--- src/rtl/matrix_alu_pkg.sv ---
// Shared constants and encodings for the matrix ALU: dimension/index widths,
// operation codes and controller states.
package matrix_alu_pkg;

  localparam int unsigned WIDTH_BIT = 2;
  localparam int unsigned INDEX_BIT = 4;
  localparam int unsigned WORD_W    = 32;

  typedef enum logic [1:0] {
    OP_ADD = 2'b00,
    OP_SUB = 2'b01,
    OP_MUL = 2'b10,
    OP_TRN = 2'b11
  } op_e;

  typedef enum logic [1:0] {
    S_IDLE = 2'd0,
    S_RUN  = 2'd1,
    S_WB   = 2'd2
  } state_e;

endpackage

--- src/rtl/matrix_alu_mac32.sv ---
// Combinational 32-bit multiply-accumulate; keeps only the low 32 bits.
module mac32
  import matrix_alu_pkg::*;
(
  input  logic [WORD_W-1:0] a,
  input  logic [WORD_W-1:0] b,
  input  logic [WORD_W-1:0] acc,
  output logic [WORD_W-1:0] sum_c
);

  logic [WORD_W-1:0] prod;

  assign prod  = a * b;
  assign sum_c = acc + prod;

endmodule

--- src/rtl/matrix_alu.sv ---
// Multi-cycle matrix engine: one element-operation per cycle into a result
// buffer, then a single-cycle write-back of the whole matrix.
module matrix_alu #(
  parameter int unsigned WIDTH     = 2 ** matrix_alu_pkg::WIDTH_BIT,
  parameter int unsigned INDEX_BIT = matrix_alu_pkg::INDEX_BIT
) (
  input  logic                          CLK,
  input  logic                          RST,
  input  logic                          start,
  input  logic [1:0]                    op,
  input  logic [INDEX_BIT-1:0]          src1,
  input  logic [INDEX_BIT-1:0]          src2,
  input  logic [INDEX_BIT-1:0]          dst,
  input  logic                          gen_in,
  input  logic [WIDTH*WIDTH*32-1:0]     data1,
  input  logic [WIDTH*WIDTH*32-1:0]     data2,
  output logic [INDEX_BIT-1:0]          read1,
  output logic [INDEX_BIT-1:0]          read2,
  output logic                          generated_enable,
  output logic                          write_enable,
  output logic [INDEX_BIT-1:0]          write,
  output logic [WIDTH*WIDTH*32-1:0]     write_data,
  output logic                          busy,
  output logic                          done
);

  import matrix_alu_pkg::*;

  // WIDTH is a power of two, so {row, col, word-bit} concatenation is a flat offset
  localparam int unsigned MW = WIDTH * WIDTH * WORD_W;
  localparam int unsigned CW = (WIDTH > 1) ? $clog2(WIDTH) : 1;
  localparam int unsigned LW = $clog2(WORD_W);
  localparam int unsigned AW = $clog2(MW);
  localparam logic [CW-1:0] LAST = CW'(WIDTH - 1);

  state_e               state_q, state_d;
  op_e                  op_q, op_d;
  logic [INDEX_BIT-1:0] read1_q, read1_d;
  logic [INDEX_BIT-1:0] read2_q, read2_d;
  logic [INDEX_BIT-1:0] dst_q, dst_d;
  logic [INDEX_BIT-1:0] write_q, write_d;
  logic                 gen_q, gen_d;
  logic                 busy_q, busy_d;
  logic                 done_q, done_d;
  logic                 we_q, we_d;
  logic [CW-1:0]        i_q, i_d;
  logic [CW-1:0]        j_q, j_d;
  logic [CW-1:0]        k_q, k_d;
  logic [WORD_W-1:0]    acc_q, acc_d;
  logic [MW-1:0]        res_q, res_d;

  logic [AW-1:0]        off_ij, off_ji, off_ik, off_kj;
  logic [WORD_W-1:0]    a_ij, b_ij, a_ji, a_ik, b_kj;
  logic [WORD_W-1:0]    mac_sum;
  logic [WORD_W-1:0]    elem_val;
  logic                 elem_done;

  assign off_ij = AW'({i_q, j_q, {LW{1'b0}}});
  assign off_ji = AW'({j_q, i_q, {LW{1'b0}}});
  assign off_ik = AW'({i_q, k_q, {LW{1'b0}}});
  assign off_kj = AW'({k_q, j_q, {LW{1'b0}}});

  assign a_ij = data1[off_ij +: WORD_W];
  assign b_ij = data2[off_ij +: WORD_W];
  assign a_ji = data1[off_ji +: WORD_W];
  assign a_ik = data1[off_ik +: WORD_W];
  assign b_kj = data2[off_kj +: WORD_W];

  mac32 u_mac (
    .a     (a_ik),
    .b     (b_kj),
    .acc   (acc_q),
    .sum_c (mac_sum)
  );

  // Next-state, counter and result-buffer logic
  always_comb begin
    state_d   = state_q;
    op_d      = op_q;
    read1_d   = read1_q;
    read2_d   = read2_q;
    dst_d     = dst_q;
    gen_d     = gen_q;
    busy_d    = busy_q;
    done_d    = 1'b0;
    we_d      = 1'b0;
    write_d   = '0;
    i_d       = i_q;
    j_d       = j_q;
    k_d       = k_q;
    acc_d     = acc_q;
    res_d     = res_q;
    elem_done = 1'b0;

    unique case (op_q)
      OP_ADD:  elem_val = a_ij + b_ij;
      OP_SUB:  elem_val = a_ij - b_ij;
      OP_TRN:  elem_val = a_ji;
      default: elem_val = mac_sum;
    endcase

    unique case (state_q)
      S_IDLE: begin
        if (start) begin
          state_d = S_RUN;
          op_d    = op_e'(op);
          read1_d = src1;
          read2_d = src2;
          dst_d   = dst;
          gen_d   = gen_in;
          busy_d  = 1'b1;
          i_d     = '0;
          j_d     = '0;
          k_d     = '0;
          acc_d   = '0;
          res_d   = '0;
        end
      end

      S_RUN: begin
        if (op_q == OP_MUL) begin
          if (k_q == LAST) begin
            res_d[off_ij +: WORD_W] = mac_sum;
            acc_d     = '0;
            k_d       = '0;
            elem_done = 1'b1;
          end else begin
            acc_d = mac_sum;
            k_d   = k_q + CW'(1);
          end
        end else begin
          res_d[off_ij +: WORD_W] = elem_val;
          elem_done = 1'b1;
        end

        if (elem_done) begin
          if (j_q == LAST) begin
            j_d = '0;
            i_d = i_q + CW'(1);
          end else begin
            j_d = j_q + CW'(1);
          end
          if ((i_q == LAST) && (j_q == LAST)) begin
            state_d = S_WB;
            we_d    = 1'b1;
            done_d  = 1'b1;
            write_d = dst_q;
          end
        end
      end

      S_WB: begin
        state_d = S_IDLE;
        busy_d  = 1'b0;
        read1_d = '0;
        read2_d = '0;
        gen_d   = 1'b0;
      end

      default: begin
        state_d = S_IDLE;
        busy_d  = 1'b0;
        read1_d = '0;
        read2_d = '0;
        gen_d   = 1'b0;
      end
    endcase
  end

  always_ff @(posedge CLK or negedge RST) begin
    if (!RST) begin
      state_q <= S_IDLE;
      op_q    <= OP_ADD;
      read1_q <= '0;
      read2_q <= '0;
      dst_q   <= '0;
      write_q <= '0;
      gen_q   <= 1'b0;
      busy_q  <= 1'b0;
      done_q  <= 1'b0;
      we_q    <= 1'b0;
      i_q     <= '0;
      j_q     <= '0;
      k_q     <= '0;
      acc_q   <= '0;
      res_q   <= '0;
    end else begin
      state_q <= state_d;
      op_q    <= op_d;
      read1_q <= read1_d;
      read2_q <= read2_d;
      dst_q   <= dst_d;
      write_q <= write_d;
      gen_q   <= gen_d;
      busy_q  <= busy_d;
      done_q  <= done_d;
      we_q    <= we_d;
      i_q     <= i_d;
      j_q     <= j_d;
      k_q     <= k_d;
      acc_q   <= acc_d;
      res_q   <= res_d;
    end
  end

  assign read1            = read1_q;
  assign read2            = read2_q;
  assign generated_enable = gen_q;
  assign write_enable     = we_q;
  assign write            = write_q;
  assign write_data       = res_q;
  assign busy             = busy_q;
  assign done             = done_q;

endmodule

--- config.mk ---
export PLATFORM = sky130hd
export DESIGN_NAME = matrix_alu
export DESIGN_NICKNAME = d
export VERILOG_FILES = /design/src/rtl/matrix_alu_pkg.sv /design/src/rtl/matrix_alu_mac32.sv /design/src/rtl/matrix_alu.sv
export SDC_FILE = /design/constraint.sdc
export NUM_CORES = 2
export LEC_CHECK = 0
export ABC_AREA = 1
export CORE_AREA = 2 2 613 615
export DETAILED_ROUTE_END_ITERATION = 10
export DIE_AREA = 0 0 615 617
export GPL_TIMING_DRIVEN = 0
export SYNTH_ARGS = -nofsm -noshare
export SYNTH_HDL_FRONTEND = slang
export SYNTH_SLANG_ARGS = --single-unit
--- constraint.sdc ---
create_clock -name CLK -period 10.3 [get_ports CLK]
set_clock_uncertainty 0.05 [all_clocks]
set_input_delay 2.06 -clock CLK [delete_from_list [all_inputs] [get_ports CLK]]
set_output_delay 2.06 -clock CLK [all_outputs]
set_load 0.01 [all_outputs]
==> out/qor.txt <==
Ys async rst share -> 100.0%
Most common cell after layout, fill and taps aside -> nand2_1
Core Area -> 0.3736 mm2
Layout cells sized above 1 -> 9.809%
Most frequent cells in the layout -> nand2_1, clkdlybuf4s50_1, inv_1
Seq. cell area -> 0.01434 mm2
Port Buf Inserts -> 1569
Clock Pin Slew Worst Setup and Hold Paths -> 0.06 ns
Adder-cell share of the synthesized area -> 17.23%
Area of the multi-input gates -> 0.04250 mm2
Crit path to -> write_data[423]$_DFFE_PN0P_
Setup TNS Final -> -13.16 ns
Via count -> 86678
Final Cycle Share -> 104.6%
PnR worst setup slack -> -0.4707 ns
# rows -> 225
CP startpoint -> j_q[1]$_DFFE_PN0P_
Clk_lat worst skew -> 0.71 ns
Largest family of logic cells by synthesized area -> simple AND/OR/NAND/NOR gates
Yosys warns -> 0
Leading area contributor after synthesis -> dfrtp_1
Gpl congestion -> 1.067
RSZ-0062 raised after global routing -> yes
Max clock buf depth -> 3
Die width -> 615 um
Die height -> 617 um
Synthesized area -> 0.06285 mm2
Final setup fails -> 98
Fill cell count -> 41932
Worst setup EP type -> flop
Area delta synth->final -> 47.26%
GR peak layer -> met2
Outcome -> finished with violations
Top FF cell, synth -> dfrtp_1
I/O Pins -> 1570
Routed vias/inst -> 5.257
Global-route wire length before repair -> 854500 um
Simple-gate share of the synthesized area -> 27.02%
Crit path required time -> 10.78 ns
Synthesized flop and latch total -> 573
Max capacitance violation total -> 27
Pre-CTS WS -> -3.399 ns
Wire per inst -> 41.52 um
RR Endpoint -> write_data[423]$_DFFE_PN0P_
Critical Path Fanout Max -> 10
Critical path class -> reg2reg
Final ANT Viol Nets -> 0
Core Util, Final -> 24.77%
1st-iter DRT viols -> 13249
Critical R2R Launch -> j_q[1]$_DFFE_PN0P_
Largest net degree at the start of global routing -> 115
Met3 Resource Use GR -> 15.71%
Share of the synthesized area in the top cell type -> 22.82%
Xor/xnor share of the synthesized area -> 1.226%
Number of hold buffers added after cts -> 0
H-tree levels -> 3
Syn_nets -> 11091
Drt first pass iters -> 11
Num CTS Buffers -> 69
Tot GR Track Use -> 34.51%
Die Area -> 0.3795 mm2
Initial antenna violation count -> 278
Violated checks -> DRC, capacitance limit, slew limit, setup timing
Final hold vios -> 0
Post-synth EDFFs -> 0
Slack of the worst reg-to-reg path -> -0.47 ns
Distinct cell type count after synthesis -> 66
Largest cells by area after synthesis -> dfrtp_1, nand2_1, fa_1
Vias in the first global route -> 79380
Routed WL -> 684500 um
Startpoint types -> flop
Clock sink count -> 573
Layout Nets -> 12906
Total congestion overflow -> 0
Tightest Pin Transition -> 1.781 ns
TritonCTS clock tree -> built
CTS root buffer -> clkbuf_16
Met2 Usage GRT -> 47.89%
Starting density of the core -> 16.82%
Met1 Resource Use GR -> 41.32%
Reg2Reg Depth -> 24
Detailed placement HPWL -> 562800 um
Avg Cell Area, Syn -> 6.653 um2
Sequential-to-total area share from yosys stat -> 22.82%
Crit path arrival time -> 11.25 ns
Cells after synthesis -> 9447
Complex-gate fraction of the synthesized area -> 18.87%
Multiplexer area fraction after synthesis -> 0.04977%
Tmin final -> 10.77 ns
Worst Hold Class -> reg2reg
Final hold slack -> 0.4321 ns
Slew Limit Fails -> 281
# DRC -> 5
Rel. slew slack -> -18.74%
FMAX -> 92.84 MHz
## worst max-delay path: stages, from the launching register on
cell and delay [ns]:
dfrtp_2 0.60, buf_4 0.25, clkbuf_2 0.47, buf_2 0.61, clkbuf_2 0.70, clkbuf_2 0.82, buf_1 0.90, clkdlybuf4s15_1 1.08
o211ai_1 0.20, nand3_1 0.22, o2111ai_1 0.14, nand2_1 0.46, ha_1 0.38, a21oi_1 0.18, nand2_1 0.12, a21oi_1 0.29
o21ai_1 0.20, xnor2_1 0.16, o21ai_0 0.87, nor2_1 0.31, nor2_1 0.17, nand2_1 0.12, nor2_1 0.43, nand2_1 0.40
o21ai_0 0.34
## per-stage QoR
| step | area, um2 | cells |
|---|---|---|
| 6_report | 92550 | 16488 |
| 5_1_grt | 92330 | 16403 |
| 4_1_cts | 90110 | 16237 |
| 3_5_place_dp | 85350 | 16040 |
| 3_3_place_gp | 84800 | 16010 |
| 2_1_floorplan | 62850 | 9447 |
## cell families (layout without fill, tap and decap cells)
logic type,Yosys count,after routing
AOI/OAI and AO/OA,2024,2024
xor gates and xnor gates,88,88
adders and majority gates,602,602
other,0,178
and+or+nand+nor,4131,4131
DFF,573,573
muxes,3,3
buffers and inverters,2026,3895
## synthesized netlist by cell type, drive strengths merged (3+ instances only)
cell     number
ha          163
nor4         15
and2          3
nor2        386
a31oi         6
o22ai        18
nand2      2722
a41oi         3
o2111ai      53
inv        1346
buf         317
o31ai        11
clkinv        7
a211oi        6
xnor2        31
nor3         44
o21bai        5
a311oi       11
o21a          7
o21ai       989
a21oi       489
o41ai        34
or2          25
nand3       896
a22oi         3
a21o          5
o211ai      260
clkbuf      356
xor2         57
a21boi        7
a32o         64
nand4        28
a22o         35
dfrtp       573
nand3b       11
o221ai       13
fa          439
## worst min-delay path by stage
stage | start | end | slack (ns) | cells past startpoint
final | write_data[61]$_DFFE_PN0P_ | write_data[61]$_DFFE_PN0P_ | 0.43 | 2
after global placement | write_data[181]$_DFFE_PN0P_ | write_data[181]$_DFFE_PN0P_ | 0.42 | 2
after CTS | write_data[191]$_DFFE_PN0P_ | write_data[191]$_DFFE_PN0P_ | 0.43 | 2
after global routing | write_data[206]$_DFFE_PN0P_ | write_data[206]$_DFFE_PN0P_ | 0.45 | 2
after detailed placement | write_data[125]$_DFFE_PN0P_ | write_data[125]$_DFFE_PN0P_ | 0.42 | 2
after floorplan | state_q[1]$_DFFE_PN0P_ | busy$_DFFE_PN0P_ | 0.41 | 1
## what timing repair did
action / in CTS / in global routing
cloned: 0 / 4
pin swaps: 62 / 128
resized for setup: 528 / 449
buffers inserted: 78 / 72
endpoints found under the setup margin: 411 / 228
## state kept, by name, indices dropped and copies added, names as in the netlist
| signal | count |
|---|---|
| write_data | 512 |
| read1 | 4 |
| k_q | 2 |
| write | 4 |
| i_q | 2 |
| busy | 1 |
| dst_q | 4 |
| acc_q | 32 |
| j_q | 2 |
| write_enable | 1 |
| op_q | 2 |
| state_q | 2 |
| generated_enable | 1 |
| read2 | 4 |
## per-layer routing
layer	wire length (um)	vias up
li1	-	34340
met1	260900	43065
met2	270100	6999
met3	91050	2157
met4	60840	117
met5	1632	-
## final cells by class
class / count / share of cell area, %
diodes: 178 / 0.4813
plain buffers: 659 / 3.955
clock buffers: 100 / 2.186
clock inverters: 25 / 0.4489
inverters: 1353 / 5.511
multi-input cells: 6848 / 45.92
flip-flops and latches: 573 / 15.50
well taps: 4994 / 6.752
repair buffers: 1758 / 19.25
Power is left out: the tool's default activity adds up to more than one toggle a clock period on the data nets, which glitch-free logic cannot reach.
